$ cat src/rtl/mem_pkg.sv
// rtl/mem_pkg.sv - shared types and defaults for the RAM arbiter
// Purpose: FSM state encoding, requester port ids and default RAM geometry
//          used by mem_arbiter.
// Ports:   none (package).
package mem_pkg;

  localparam int MEM_AW = 9;   // 512-word RAM
  localparam int MEM_DW = 32;

  typedef enum logic [1:0] {
    ST_IDLE  = 2'd0,
    ST_ISSUE = 2'd1,
    ST_RESP  = 2'd2
  } state_t;

  typedef enum logic [1:0] {
    PORT_HOST  = 2'd0,
    PORT_DATA  = 2'd1,
    PORT_FETCH = 2'd2
  } port_t;

endpackage

$ cat src/rtl/mem_arb_pick.sv
// rtl/mem_arb_pick.sv - combinational winner selection for the RAM arbiter
// Purpose: turn the three eligibility bits into a one-hot winner.
//          Host always wins; a data/fetch tie goes to data unless
//          i_prefer_fetch is set.
// Ports:   i_elig         {fetch, data, host} eligible requests
//          i_prefer_fetch tie-break toward fetch between data and fetch
//          o_win          one-hot winner, same bit order as i_elig
module mem_arb_pick (
  input  logic [2:0] i_elig,
  input  logic       i_prefer_fetch,
  output logic [2:0] o_win
);

  always_comb begin
    o_win = 3'b000;
    if (i_elig[0]) begin
      o_win = 3'b001;
    end else if (i_elig[1] && i_elig[2]) begin
      o_win = i_prefer_fetch ? 3'b100 : 3'b010;
    end else if (i_elig[1]) begin
      o_win = 3'b010;
    end else if (i_elig[2]) begin
      o_win = 3'b100;
    end
  end

endmodule

$ cat src/rtl/mem_arbiter.sv
// rtl/mem_arbiter.sv - three-way arbiter/sequencer for the shared 512x32 RAM
// Purpose: grants one of host/data/fetch in IDLE, issues a single registered
//          RAM command in ISSUE and, for reads, returns the RAM data to the
//          owning port in RESP.
// Ports:   clock, reset_n           clock, async active-low reset
//          working                  low masks fetch requests
//          h_*  host port   (req/we/addr/wdata -> gnt/rvalid/rdata)
//          d_*  data port   (req/we/addr/wdata -> gnt/rvalid/rdata)
//          f_*  fetch port  (req/addr -> gnt/rvalid/rdata), read-only
//          ram_en/ram_we/ram_addr/ram_wdata  registered RAM command
//          ram_rdata                RAM data, valid the cycle after a read
//          busy                     high whenever the FSM is not in IDLE
// Macro:   MEM_ARB_RR_EN  alternate data/fetch on ties (host stays highest)
module mem_arbiter
  import mem_pkg::*;
#(
  parameter int AW = MEM_AW,
  parameter int DW = MEM_DW
) (
  input  logic          clock,
  input  logic          reset_n,
  input  logic          working,
  input  logic          h_req,
  input  logic          h_we,
  input  logic [AW-1:0] h_addr,
  input  logic [DW-1:0] h_wdata,
  output logic          h_gnt,
  output logic          h_rvalid,
  output logic [DW-1:0] h_rdata,
  input  logic          d_req,
  input  logic          d_we,
  input  logic [AW-1:0] d_addr,
  input  logic [DW-1:0] d_wdata,
  output logic          d_gnt,
  output logic          d_rvalid,
  output logic [DW-1:0] d_rdata,
  input  logic          f_req,
  input  logic [AW-1:0] f_addr,
  output logic          f_gnt,
  output logic          f_rvalid,
  output logic [DW-1:0] f_rdata,
  output logic          ram_en,
  output logic          ram_we,
  output logic [AW-1:0] ram_addr,
  output logic [DW-1:0] ram_wdata,
  input  logic [DW-1:0] ram_rdata,
  output logic          busy
);

  state_t        r_state;
  port_t         r_port;
  logic          r_ram_en;
  logic          r_ram_we;
  logic [AW-1:0] r_ram_addr;
  logic [DW-1:0] r_ram_wdata;
  logic          r_h_rvalid;
  logic          r_d_rvalid;
  logic          r_f_rvalid;
  logic [DW-1:0] r_h_rdata;
  logic [DW-1:0] r_d_rdata;
  logic [DW-1:0] r_f_rdata;

  logic [2:0]    w_elig;
  logic [2:0]    w_win;
  logic [2:0]    w_gnt;
  logic          w_prefer_fetch;

  assign w_elig = {f_req & working, d_req, h_req};

  mem_arb_pick u_pick (
    .i_elig        (w_elig),
    .i_prefer_fetch(w_prefer_fetch),
    .o_win         (w_win)
  );

  // Grant is decided in the IDLE cycle itself so the requester sees it in
  // the same cycle it is sampled; reset_n gating keeps it low during reset.
  assign w_gnt = (r_state == ST_IDLE && reset_n) ? w_win : 3'b000;

`ifdef MEM_ARB_RR_EN
  // 1 = data won the last data/fetch grant, so fetch is preferred next tie.
  logic r_last_data;

  always_ff @(posedge clock or negedge reset_n) begin
    if (!reset_n) begin
      r_last_data <= 1'b0;
    end else if (w_gnt[1]) begin
      r_last_data <= 1'b1;
    end else if (w_gnt[2]) begin
      r_last_data <= 1'b0;
    end
  end

  assign w_prefer_fetch = r_last_data;
`else
  assign w_prefer_fetch = 1'b0;
`endif

  always_ff @(posedge clock or negedge reset_n) begin
    if (!reset_n) begin
      r_state     <= ST_IDLE;
      r_port      <= PORT_HOST;
      r_ram_en    <= 1'b0;
      r_ram_we    <= 1'b0;
      r_ram_addr  <= '0;
      r_ram_wdata <= '0;
      r_h_rvalid  <= 1'b0;
      r_d_rvalid  <= 1'b0;
      r_f_rvalid  <= 1'b0;
      r_h_rdata   <= '0;
      r_d_rdata   <= '0;
      r_f_rdata   <= '0;
    end else begin
      case (r_state)
        ST_IDLE: begin
          if (|w_gnt) begin
            r_state  <= ST_ISSUE;
            r_ram_en <= 1'b1;
            if (w_gnt[0]) begin
              r_port      <= PORT_HOST;
              r_ram_we    <= h_we;
              r_ram_addr  <= h_addr;
              r_ram_wdata <= h_wdata;
            end else if (w_gnt[1]) begin
              r_port      <= PORT_DATA;
              r_ram_we    <= d_we;
              r_ram_addr  <= d_addr;
              r_ram_wdata <= d_wdata;
            end else begin
              r_port      <= PORT_FETCH;
              r_ram_we    <= 1'b0;
              r_ram_addr  <= f_addr;
              r_ram_wdata <= '0;
            end
          end
        end
        ST_ISSUE: begin
          r_ram_en <= 1'b0;
          r_ram_we <= 1'b0;
          if (r_ram_we) begin
            r_state <= ST_IDLE;
          end else begin
            r_state    <= ST_RESP;
            r_h_rvalid <= (r_port == PORT_HOST);
            r_d_rvalid <= (r_port == PORT_DATA);
            r_f_rvalid <= (r_port == PORT_FETCH);
          end
        end
        ST_RESP: begin
          r_state    <= ST_IDLE;
          r_h_rvalid <= 1'b0;
          r_d_rvalid <= 1'b0;
          r_f_rvalid <= 1'b0;
          if (r_h_rvalid) r_h_rdata <= ram_rdata;
          if (r_d_rvalid) r_d_rdata <= ram_rdata;
          if (r_f_rvalid) r_f_rdata <= ram_rdata;
        end
        default: r_state <= ST_IDLE;
      endcase
    end
  end

  assign h_gnt     = w_gnt[0];
  assign d_gnt     = w_gnt[1];
  assign f_gnt     = w_gnt[2];
  assign h_rvalid  = r_h_rvalid;
  assign d_rvalid  = r_d_rvalid;
  assign f_rvalid  = r_f_rvalid;
  // RAM data is only valid during RESP, so the owner sees it live and the
  // holding register takes it over at the end of that cycle.
  assign h_rdata   = r_h_rvalid ? ram_rdata : r_h_rdata;
  assign d_rdata   = r_d_rvalid ? ram_rdata : r_d_rdata;
  assign f_rdata   = r_f_rvalid ? ram_rdata : r_f_rdata;
  assign ram_en    = r_ram_en;
  assign ram_we    = r_ram_we;
  assign ram_addr  = r_ram_addr;
  assign ram_wdata = r_ram_wdata;
  assign busy      = (r_state != ST_IDLE);

endmodule
$ cat config.mk
export PLATFORM = sky130hd
export DESIGN_NAME = mem_arbiter
export DESIGN_NICKNAME = d
export VERILOG_FILES = /design/src/rtl/mem_pkg.sv /design/src/rtl/mem_arb_pick.sv /design/src/rtl/mem_arbiter.sv
export SDC_FILE = /design/constraint.sdc
export NUM_CORES = 1
export LEC_CHECK = 0
export ABC_AREA = 1
export BUFFER_PORTS_ARGS = -buffer_cell sky130_fd_sc_hd__buf_2
export CAP_MARGIN = 20
export CORE_AREA = 8 8 130 132
export DETAILED_ROUTE_END_ITERATION = 12
export DIE_AREA = 0 0 138 140
export GPL_TIMING_DRIVEN = 1
export PLACE_DENSITY = 0.79
export SYNTH_ARGS = -nofsm -noshare
export SYNTH_HDL_FRONTEND = slang
export SYNTH_SLANG_ARGS = --single-unit
$ cat constraint.sdc
create_clock -name clock -period 2.6 [get_ports clock]
set_clock_uncertainty 0.05 [all_clocks]
set_input_delay 0.26 -clock clock [delete_from_list [all_inputs] [get_ports clock]]
set_output_delay 0.26 -clock clock [all_outputs]
set_load 0.01 [all_outputs]
==> reports/metrics.cfg, run 1 <==
[synth]
synthesis.area_sq_um = 7110
synth.yosys.seq_area_share = 0.514
syn_inst = 919
ys_warn_count = 0
syn_nets = 1050
ys_ff_latch = 146
ys_types = 24
syn_area_per_cell_sq_um = 7.74

[setup_path]
cp_data_arrival_time_ns = 2.62
required_ns = 2.84
critPathKind = flop to flop
worstSetupEndpointType = flop
startpoint_type = flop
max_stage_delay_ns = 0.57
cp_slowest_cell = dlygate4sd3_1
crit_chain = nor2_4, nand2_1, inv_2, nand2_2, buf_4, nand3_1, nand3_1, dlygate4sd3_1
cp_max_fo = 31
crit_top_cell = nand3_1

[pwr]
seqPwrFrac = 0.356
swShare = 0.396
p_leak_nw = 4.74
power_mw = 9.89
powerDensity_nw_per_um2 = 1060
intPower_mw = 5.97
vdd_ir_drop_max_mv = 0.517
pwr-share-comb = 0.414
p_clk_frac = 0.230
switchingPower_mw = 3.92

[route]
wire_per_inst_microns = 15.6
route.detailed.drc = 0
dr.first_iter.drc_count = 486
dr_total_vias = 7022
viasPerCell = 5.08
first_pass_iters = 5
finalWirelength_microns = 21600
antenna_left = 0

[clock_network]
clockRootBuffer = clkbuf_16
h-tree-depth = 4
tritoncts = built
clkSlewWorstSetupHoldPaths_ns = 0.06
numCtsBuffers = 17
clock_sinks = 146
clk_latency_ns = 0.41
clockBufferDepth = 2
cts_setup_buffers = 0

[sta]
period_needed_ns = 2.38
finalCritPeriodShare = 0.915
fin_tns_setup_ns = 0
hold_viol_final = 0
finalSetupViolCount = 0
tightestPinTransition_ns = 0.673
rsz0062_at_grt = no
max_freq_mhz = 420
maxSlewHeadroom = 0.551
drv_slew = 0

[floorplan]
start_util = 0.479
fp.dieArea_sq_um = 19300
row_count = 45
coreArea_sq_um = 14900
die_x_microns = 138
ios = 277
die_h_microns = 140

[global_routing]
antenna_found_initial = 1
grt_pass1_vias = 7066
grt_pass1_wl_microns = 35500
grt_overflow = 0
grt-busiest-layer = met2
grt_use_met2 = 0.347
use_met1 = 0.280
grt_start_max_net_pins = 128
track_usage = 0.222
grt_util_met3 = 0.0727

[layout]
nNetsFinal = 1313
drive_gt1_frac = 0.285
post-route-util = 0.626
syn_to_final_growth_pct = 30.8
final_common_cell = nand2_1
diodes = 0
final_cell_mix = 283 x nand2_1, 275 x buf_2, 194 x o21ai_0, 143 x dfrtp_1, 103 x inv_1
final_cell_area_sq_um = 9300

[place]
placed_area_sq_um = 8580
gp_congestion = 0.824
io_buffer_count = 276
place.detailed.hpwl_microns = 15800

[hold_path]
holdCritPathClass = input pin to flop

[run_status]
run_status = complete, no violations

[job]
cap_violations = 0

timing repair:
item	in CTS	in global routing
hold endpoints to repair	158	0
resized for setup	0	0
hold buffers	17	0
final timing paths:
| path | cells after the start | startpoint | slack, ns | end |
|---|---|---|---|---|
| max | 8 | r_state[0]$_DFFE_PN0P_ | 0.22 | ram_wdata[19]$_DFFE_PN0P_ |
| min | 3 | h_wdata[24] | 0.02 | ram_wdata[24]$_DFFE_PN0P_ |
| max reg2reg | 8 | r_state[0]$_DFFE_PN0P_ | 0.22 | ram_wdata[19]$_DFFE_PN0P_ |
| min reg2reg | 1 | r_port[0]$_DFFE_PN0P_ | 0.43 | f_rvalid$_DFFE_PN0P_ |
| max in group asynchronous | 3 | reset_n | 1.39 | r_d_rdata[28]$_DFFE_PN0P_ |
| min in group asynchronous | 3 | reset_n | 0.52 | ram_wdata[29]$_DFFE_PN0P_ |
registers in the layout (all words and copies together) (netlist names):
signal	flops
f_rvalid	1
ram_en	1
r_port	2
ram_we	1
r_state	2
d_rvalid	1
ram_wdata	32
r_h_rdata	32
h_rvalid	1
r_f_rdata	32
r_d_rdata	32
ram_addr	9
layer usage:
| metal | wire length [microns] | vias up |
|---|---|---|
| li1 | - | 3458 |
| met1 | 8920 | 3219 |
| met2 | 10200 | 312 |
| met3 | 2060 | 31 |
| met4 | 469 | 2 |
| met5 | 10 | - |
critical path: cells and delay by family, from the launching register on:
family | cells | cell delay [ns]
buffers and inverters | 3 | 0.99
DFF | 1 | 0.40
and+or+nand+nor | 5 | 0.81
final cells by class:
class	count	area [sq um]
Clock buffer	22	464
Clock inverter	10	83.8
Fill cell	1284	5560
Inverter	108	408
Multi-Input combinational cell	604	2740
Sequential cell	146	3660
Tap cell	188	235
Timing Repair Buffer	305	1710
power by group through the flow:
| stage | clock [mW] | combinational (mW) | sequential, mW |
|---|---|---|---|
| after floorplan | 0 | 2.32 | 3.48 |
| after global placement | 0 | 3.98 | 3.53 |
| after detailed placement | 0 | 4.09 | 3.56 |
| after CTS | 2.32 | 4.15 | 3.53 |
| after global routing | 2.43 | 4.59 | 3.62 |
| final | 2.27 | 4.10 | 3.53 |
synthesized netlist by cell type (all sizes together):
cell      n  area share
o31ai     1      0.0011
o21ai   197        0.14
inv     107       0.056
nand4     9      0.0079
nor2      4      0.0042
dfrtp   146        0.51
buf      46       0.037
nand2   285        0.15
nand3    97       0.071
o21bai    1      0.0011
or2       9      0.0079
nor3      1      0.0014
clkbuf   15      0.0079
clkinv    1     0.00053
stage by stage:
| stage | hold slack (ns) | setup WS [ns] | cells |
|---|---|---|---|
| floorplan | -0.0856 | 1.21 | 919 |
| global placement | 0.299 | 0.846 | 1334 |
| detailed placement | 0.297 | 0.780 | 1334 |
| CTS | 0.000685 | 0.261 | 1383 |
| global route | 0.0111 | 0.0844 | 1383 |
| finish | 0.0178 | 0.220 | 1383 |
cell families after synthesis:
family,synth area share
flip-flops,0.514
buffers and inverters,0.102
AO/OA/AOI/OAI,0.141
AND/OR/NAND/NOR,0.243
Power figures use the tool's default switching activity.
==> run 2: changes to the inputs <==
Settings changed: BUFFER_PORTS_ARGS -buffer_cell sky130_fd_sc_hd__buf_2 to not set, DONT_BUFFER_PORTS set to 1, PLACE_DENSITY 0.79 to 0.59.
==> run 2 against run 1 <==
  * The flow now finishes with violations (hold timing)
  * Clock power increased by 4%
  * Flip-flop and latch count unchanged
  * Register-to-register slack got worse by 0.02 ns
  * Worst hold slack got worse by 0.52 ns
  * Largest cell class unchanged
==> reports/metrics.cfg, run 2 (synthesis gave the netlist of run 1 again) <==
[clock_network]
tritoncts = built
clk_latency_ns = 0.41
h-tree-depth = 4
clockRootBuffer = clkbuf_16
clkSlewWorstSetupHoldPaths_ns = 0.06
clockBufferDepth = 2
clock_sinks = 146
cts_setup_buffers = 0
numCtsBuffers = 17
cts_hold_buf = 64

[floorplan]
row_count = 45
start_util = 0.479
ios = 277
die_h_microns = 140
fp.dieArea_sq_um = 19300
die_x_microns = 138
coreArea_sq_um = 14900

[sta]
max_freq_mhz = 417
period_needed_ns = 2.40
maxSlewHeadroom = 0.546
fin_tns_setup_ns = 0
tightestPinTransition_ns = 0.675
drv_slew = 0
rsz0062_at_grt = no
finalCritPeriodShare = 0.922
holdWs_ns = -0.504
finalSetupViolCount = 0
hold_viol_final = 146

[pwr]
p_leak_nw = 3.76
swShare = 0.401
pwr-share-comb = 0.336
seqPwrFrac = 0.405
switchingPower_mw = 3.66
p_clk_frac = 0.259
intPower_mw = 5.48
vdd_ir_drop_max_mv = 0.424
powerDensity_nw_per_um2 = 1090

[route]
first_pass_iters = 5
dr_total_vias = 6213
antenna_left = 0
wire_per_inst_microns = 17.9
viasPerCell = 5.38
dr.first_iter.drc_count = 303
route.detailed.drc = 0
finalWirelength_microns = 20700

[setup_path]
cp_max_fo = 20
critPathKind = flop to flop
worstSetupEndpointType = flop
reg2regPathDepth = 7
startpoint_type = flop
required_ns = 2.90
cp_data_arrival_time_ns = 2.69

[global_routing]
grt_start_max_net_pins = 159
track_usage = 0.208
grt_pass1_wl_microns = 32600
grt_overflow = 0
grt_pass1_vias = 5928
antenna_found_initial = 0

[place]
gp_congestion = 0.811
place.detailed.hpwl_microns = 14200
dpl.cell_count = 1058
placed_area_sq_um = 7160
io_buffer_count = 0

[layout]
final_common_cell = nand2_1
final_cell_area_sq_um = 8390
drive_gt1_frac = 0.0714
final_cell_mix = 283 x nand2_1, 194 x o21ai_0, 143 x dfrtp_1, 103 x inv_1, 95 x nand3_1
nNetsFinal = 1085
post-route-util = 0.565
diodes = 0
fin_cells = 1155
syn_to_final_growth_pct = 18.0

[run_status]
violations = hold timing
run_status = complete, but fails checks

[hold_path]
holdCritPathClass = input pin to asynchronous set/reset pin

[job]
cap_violations = 0

[run 2: power groups by stage]
stage          Clock [mW]  Sequential, mW  Combinational, mW
6_report             2.37            3.70               3.07
2_1_floorplan           0            3.48               2.32
3_5_place_dp            0            3.74               2.84
3_3_place_gp            0            3.73               2.73
4_1_cts              2.43            3.71               3.09
5_1_grt              2.53            3.80               3.47
[run 2: per-stage QoR]
stage               power (mW)  setup WS [ns]
floorplan                 5.80           1.21
global placement          6.47          0.748
detailed placement        6.58          0.671
CTS                       9.24          0.114
global route              9.80         0.0576
finish                    9.14          0.203
[run 2: routing by layer]
| metal | up-vias | GRT usage | part of all wire |
|---|---|---|---|
| met1 | 2894 | 0.236 | 0.38 |
| li1 | 3007 | - | - |
| met3 | 40 | 0.0791 | 0.10 |
| met4 | 0 | 0.103 | 0.036 |
| met2 | 272 | 0.337 | 0.48 |
| met5 | - | 0 | 0 |
[run 2: path summary, 6_finish.rpt]
check / end / slack (ns) / start
worst max-delay path: ram_wdata[4]$_DFFE_PN0P_ / 0.20 / r_state[0]$_DFFE_PN0P_
worst min-delay path: r_h_rdata[9]$_DFFE_PN0P_ / -0.50 / reset_n
worst max register to register: ram_wdata[4]$_DFFE_PN0P_ / 0.20 / r_state[0]$_DFFE_PN0P_
worst min register to register: f_rvalid$_DFFE_PN0P_ / 0.43 / r_port[0]$_DFFE_PN0P_
max in group asynchronous: ram_wdata[20]$_DFFE_PN0P_ / 2.84 / reset_n
min in group clock: ram_we$_DFFE_PN0P_ / 0.03 / d_we
[run 2: worst max-delay path, cell delays in order, from the launching register on]
cell and delay [ns]:
dfrtp_1 0.40, nor2_4 0.31, nand3_4 0.27, clkinvlp_4 0.31
buf_4 0.23, nand2_1 0.07, nand3_1 0.10, dlygate4sd3_1 0.57
[run 2: repair_timing]
| action | 4_1_cts | 5_1_grt |
|---|---|---|
| endpoints found under the hold margin | 178 | 146 |
| endpoints found under the setup margin | 0 | 16 |
| resized for setup | 0 | 2 |
[run 2: layout make-up]
| class | instances | area [sq um] |
|---|---|---|
| timing repair inverter | 1 | 5.00 |
| clock buffer | 18 | 439 |
| fill | 1367 | 6470 |
| tap | 188 | 235 |
| multi-input combinational | 604 | 2740 |
| inverter | 108 | 413 |
| timing repair buffer | 76 | 768 |
| clock inverter | 14 | 140 |
| sequential | 146 | 3660 |
==> run 3: changes to the inputs <==
Settings changed: CORE_AREA 8 8 130 132 to 2 2 124 126, DIE_AREA 0 0 138 140 to 0 0 126 128, PLACE_DENSITY 0.59 to not set, PLACE_DENSITY_LB_ADDON set to 0.08.
Clock period 2.6 ns to 2.25 ns, I/O delays scaled along.
==> run 3 against run 2 <==
  * Combinational power up 13%
  * Design area increased by 2.1%
  * Global-route usage is 3.5 points higher
  * First-iteration DRC count increased by 39%
  * Critical endpoint is now ram_addr[7]$_DFFE_PN0P_
  * The flow still finishes with violations (hold timing)
  * Via count grew 2.5%
  * Core utilization up 1.2 points
  * Highest routed layer unchanged
  * Power grew 11%
  * Non-clock buffer count is 25 higher
  * Critical path depth grew 2
  * Flip-flop and latch count did not move
==> reports/metrics.cfg, run 3 (synthesis gave the netlist of run 1 again) <==
[run_status]
run_status = complete, but fails checks
violations = hold timing

[clock_network]
clockBufferDepth = 2
tritoncts = built
clk_latency_ns = 0.41
h-tree-depth = 4
clkSlewWorstSetupHoldPaths_ns = 0.06
numCtsBuffers = 17
cts_hold_buf = 82
clockRootBuffer = clkbuf_16
clock_sinks = 146

[sta]
finalSetupViolCount = 0
hold_viol_final = 146
drv_slew = 0
holdWs_ns = -0.546
max_freq_mhz = 474
period_needed_ns = 2.11
maxSlewHeadroom = 0.533
fin_tns_setup_ns = 0
tightestPinTransition_ns = 0.694
finalCritPeriodShare = 0.937
rsz0062_at_grt = no

[route]
first_pass_iters = 5
dr.first_iter.drc_count = 422
viasPerCell = 5.41
dr_total_vias = 6371
route.detailed.drc = 0
finalWirelength_microns = 19900
antenna_left = 0
wire_per_inst_microns = 16.9

[layout]
final_common_cell = nand2_1
final_cell_area_sq_um = 8570
final_cell_mix = 283 x nand2_1, 194 x o21ai_0, 143 x dfrtp_1, 103 x inv_1, 95 x nand3_1
diodes = 0
syn_to_final_growth_pct = 20.4
drive_gt1_frac = 0.0688
nNetsFinal = 1109

[global_routing]
grt_pass1_wl_microns = 31300
grt_start_max_net_pins = 159
antenna_found_initial = 0
grt_overflow = 0
grt_pass1_vias = 6128
track_usage = 0.243

[floorplan]
die_x_microns = 126
start_util = 0.479
fp.dieArea_sq_um = 16100
ios = 277
row_count = 45
coreArea_sq_um = 14900
die_h_microns = 128

[pwr]
pwr-share-comb = 0.341
p_clk_frac = 0.246
powerDensity_nw_per_um2 = 1190
switchingPower_mw = 4.13
intPower_mw = 6.04
p_leak_nw = 3.81
vdd_ir_drop_max_mv = 0.548
swShare = 0.406
seqPwrFrac = 0.413

[hold_path]
holdCritPathClass = input pin to asynchronous set/reset pin

[place]
placed_area_sq_um = 7220
gp_congestion = 0.789
place.detailed.hpwl_microns = 12800
io_buffer_count = 0

[setup_path]
cp_max_fo = 12
required_ns = 2.56
startpoint_type = flop
worstSetupEndpointType = flop
cp_data_arrival_time_ns = 2.42
critPathKind = flop to flop

[job]
cap_violations = 0

[run 3: cell count changes in the layout (fill, tap and decap cells not counted)]
| cell | delta |
|---|---|
| bufinv_16 | -2 |
| inv_2 | +1 |
| clkinv_4 | -2 |
| clkinv_2 | -2 |
| clkbuf_8 | +2 |
| buf_4 | +7 |
| dlygate4sd3_1 | +18 |
| o21ai_4 | +1 |
| o21ai_2 | -1 |
| clkinvlp_2 | -1 |
| nand2_4 | +1 |
| clkbuf_1 | +5 |
| nand2_2 | -1 |
| clkinvlp_4 | -4 |
[run 3: path summary, 6_finish.rpt]
| path | from | end | slack (ns) | depth (start not counted) |
|---|---|---|---|---|
| setup / recovery | r_state[1]$_DFFE_PN0P_ | ram_addr[7]$_DFFE_PN0P_ | 0.14 | 9 |
| hold / removal | reset_n | r_f_rdata[9]$_DFFE_PN0P_ | -0.55 | 0 |
| setup reg to reg | r_state[1]$_DFFE_PN0P_ | ram_addr[7]$_DFFE_PN0P_ | 0.14 | 9 |
| hold reg to reg | r_port[0]$_DFFE_PN0P_ | f_rvalid$_DFFE_PN0P_ | 0.43 | 1 |
| max in group asynchronous | reset_n | ram_wdata[5]$_DFFE_PN0P_ | 2.46 | 0 |
| min in group clock | f_addr[0] | ram_addr[0]$_DFFE_PN0P_ | 0.01 | 4 |
[run 3: power groups by stage]
stage	Sequential, mW	Combinational [mW]	Clock [mW]
finish	4.20	3.47	2.50
global route	4.30	3.94	2.66
detailed placement	4.25	3.34	0
global placement	4.23	3.22	0
floorplan	4.02	2.68	0
CTS	4.21	3.48	2.55
[run 3: critical path, stage by stage, from the launching register on]
cell and delay (ns):
dfrtp_1 0.43, nor2_4 0.14, buf_4 0.20, nand2_1 0.08, inv_2 0.08, nand2_2 0.18, nand2_4 0.18, nand3_1 0.09
dlygate4sd3_1 0.57, nand2_1 0.06
[run 3: layout make-up]
class	instances	area (sq um)
Fill cell	1318	6300
Multi-Input combinational cell	604	2750
Tap cell	188	235
Clock buffer	25	485
Inverter	108	409
Clock inverter	5	30.0
Timing Repair Buffer	101	1000
Sequential cell	146	3660
[run 3: layer usage]
metal	track usage	wire length, microns	part of all wire
met1	0.295	7800	0.39
met2	0.394	9690	0.49
met3	0.0751	1660	0.083
met4	0.118	762	0.038
met5	0	0	0
[run 3: per-stage QoR]
stage	total power [mW]	worst slack, ns	cells	utilization
after floorplan	6.71	0.886	919	-
after global placement	7.45	0.474	1064	0.485
after detailed placement	7.59	0.349	1064	0.485
after CTS	10.2	0.0458	1176	0.575
after global routing	10.9	0.0261	1177	0.576
final	10.2	0.141	1177	0.576
[run 3: repair_timing]
action / in CTS / in global routing
pin swaps: 0 / 1
buffers inserted: 0 / 1
resized for setup: 1 / 1
hold endpoints to repair: 188 / 146
endpoints found under the setup margin: 1 / 6
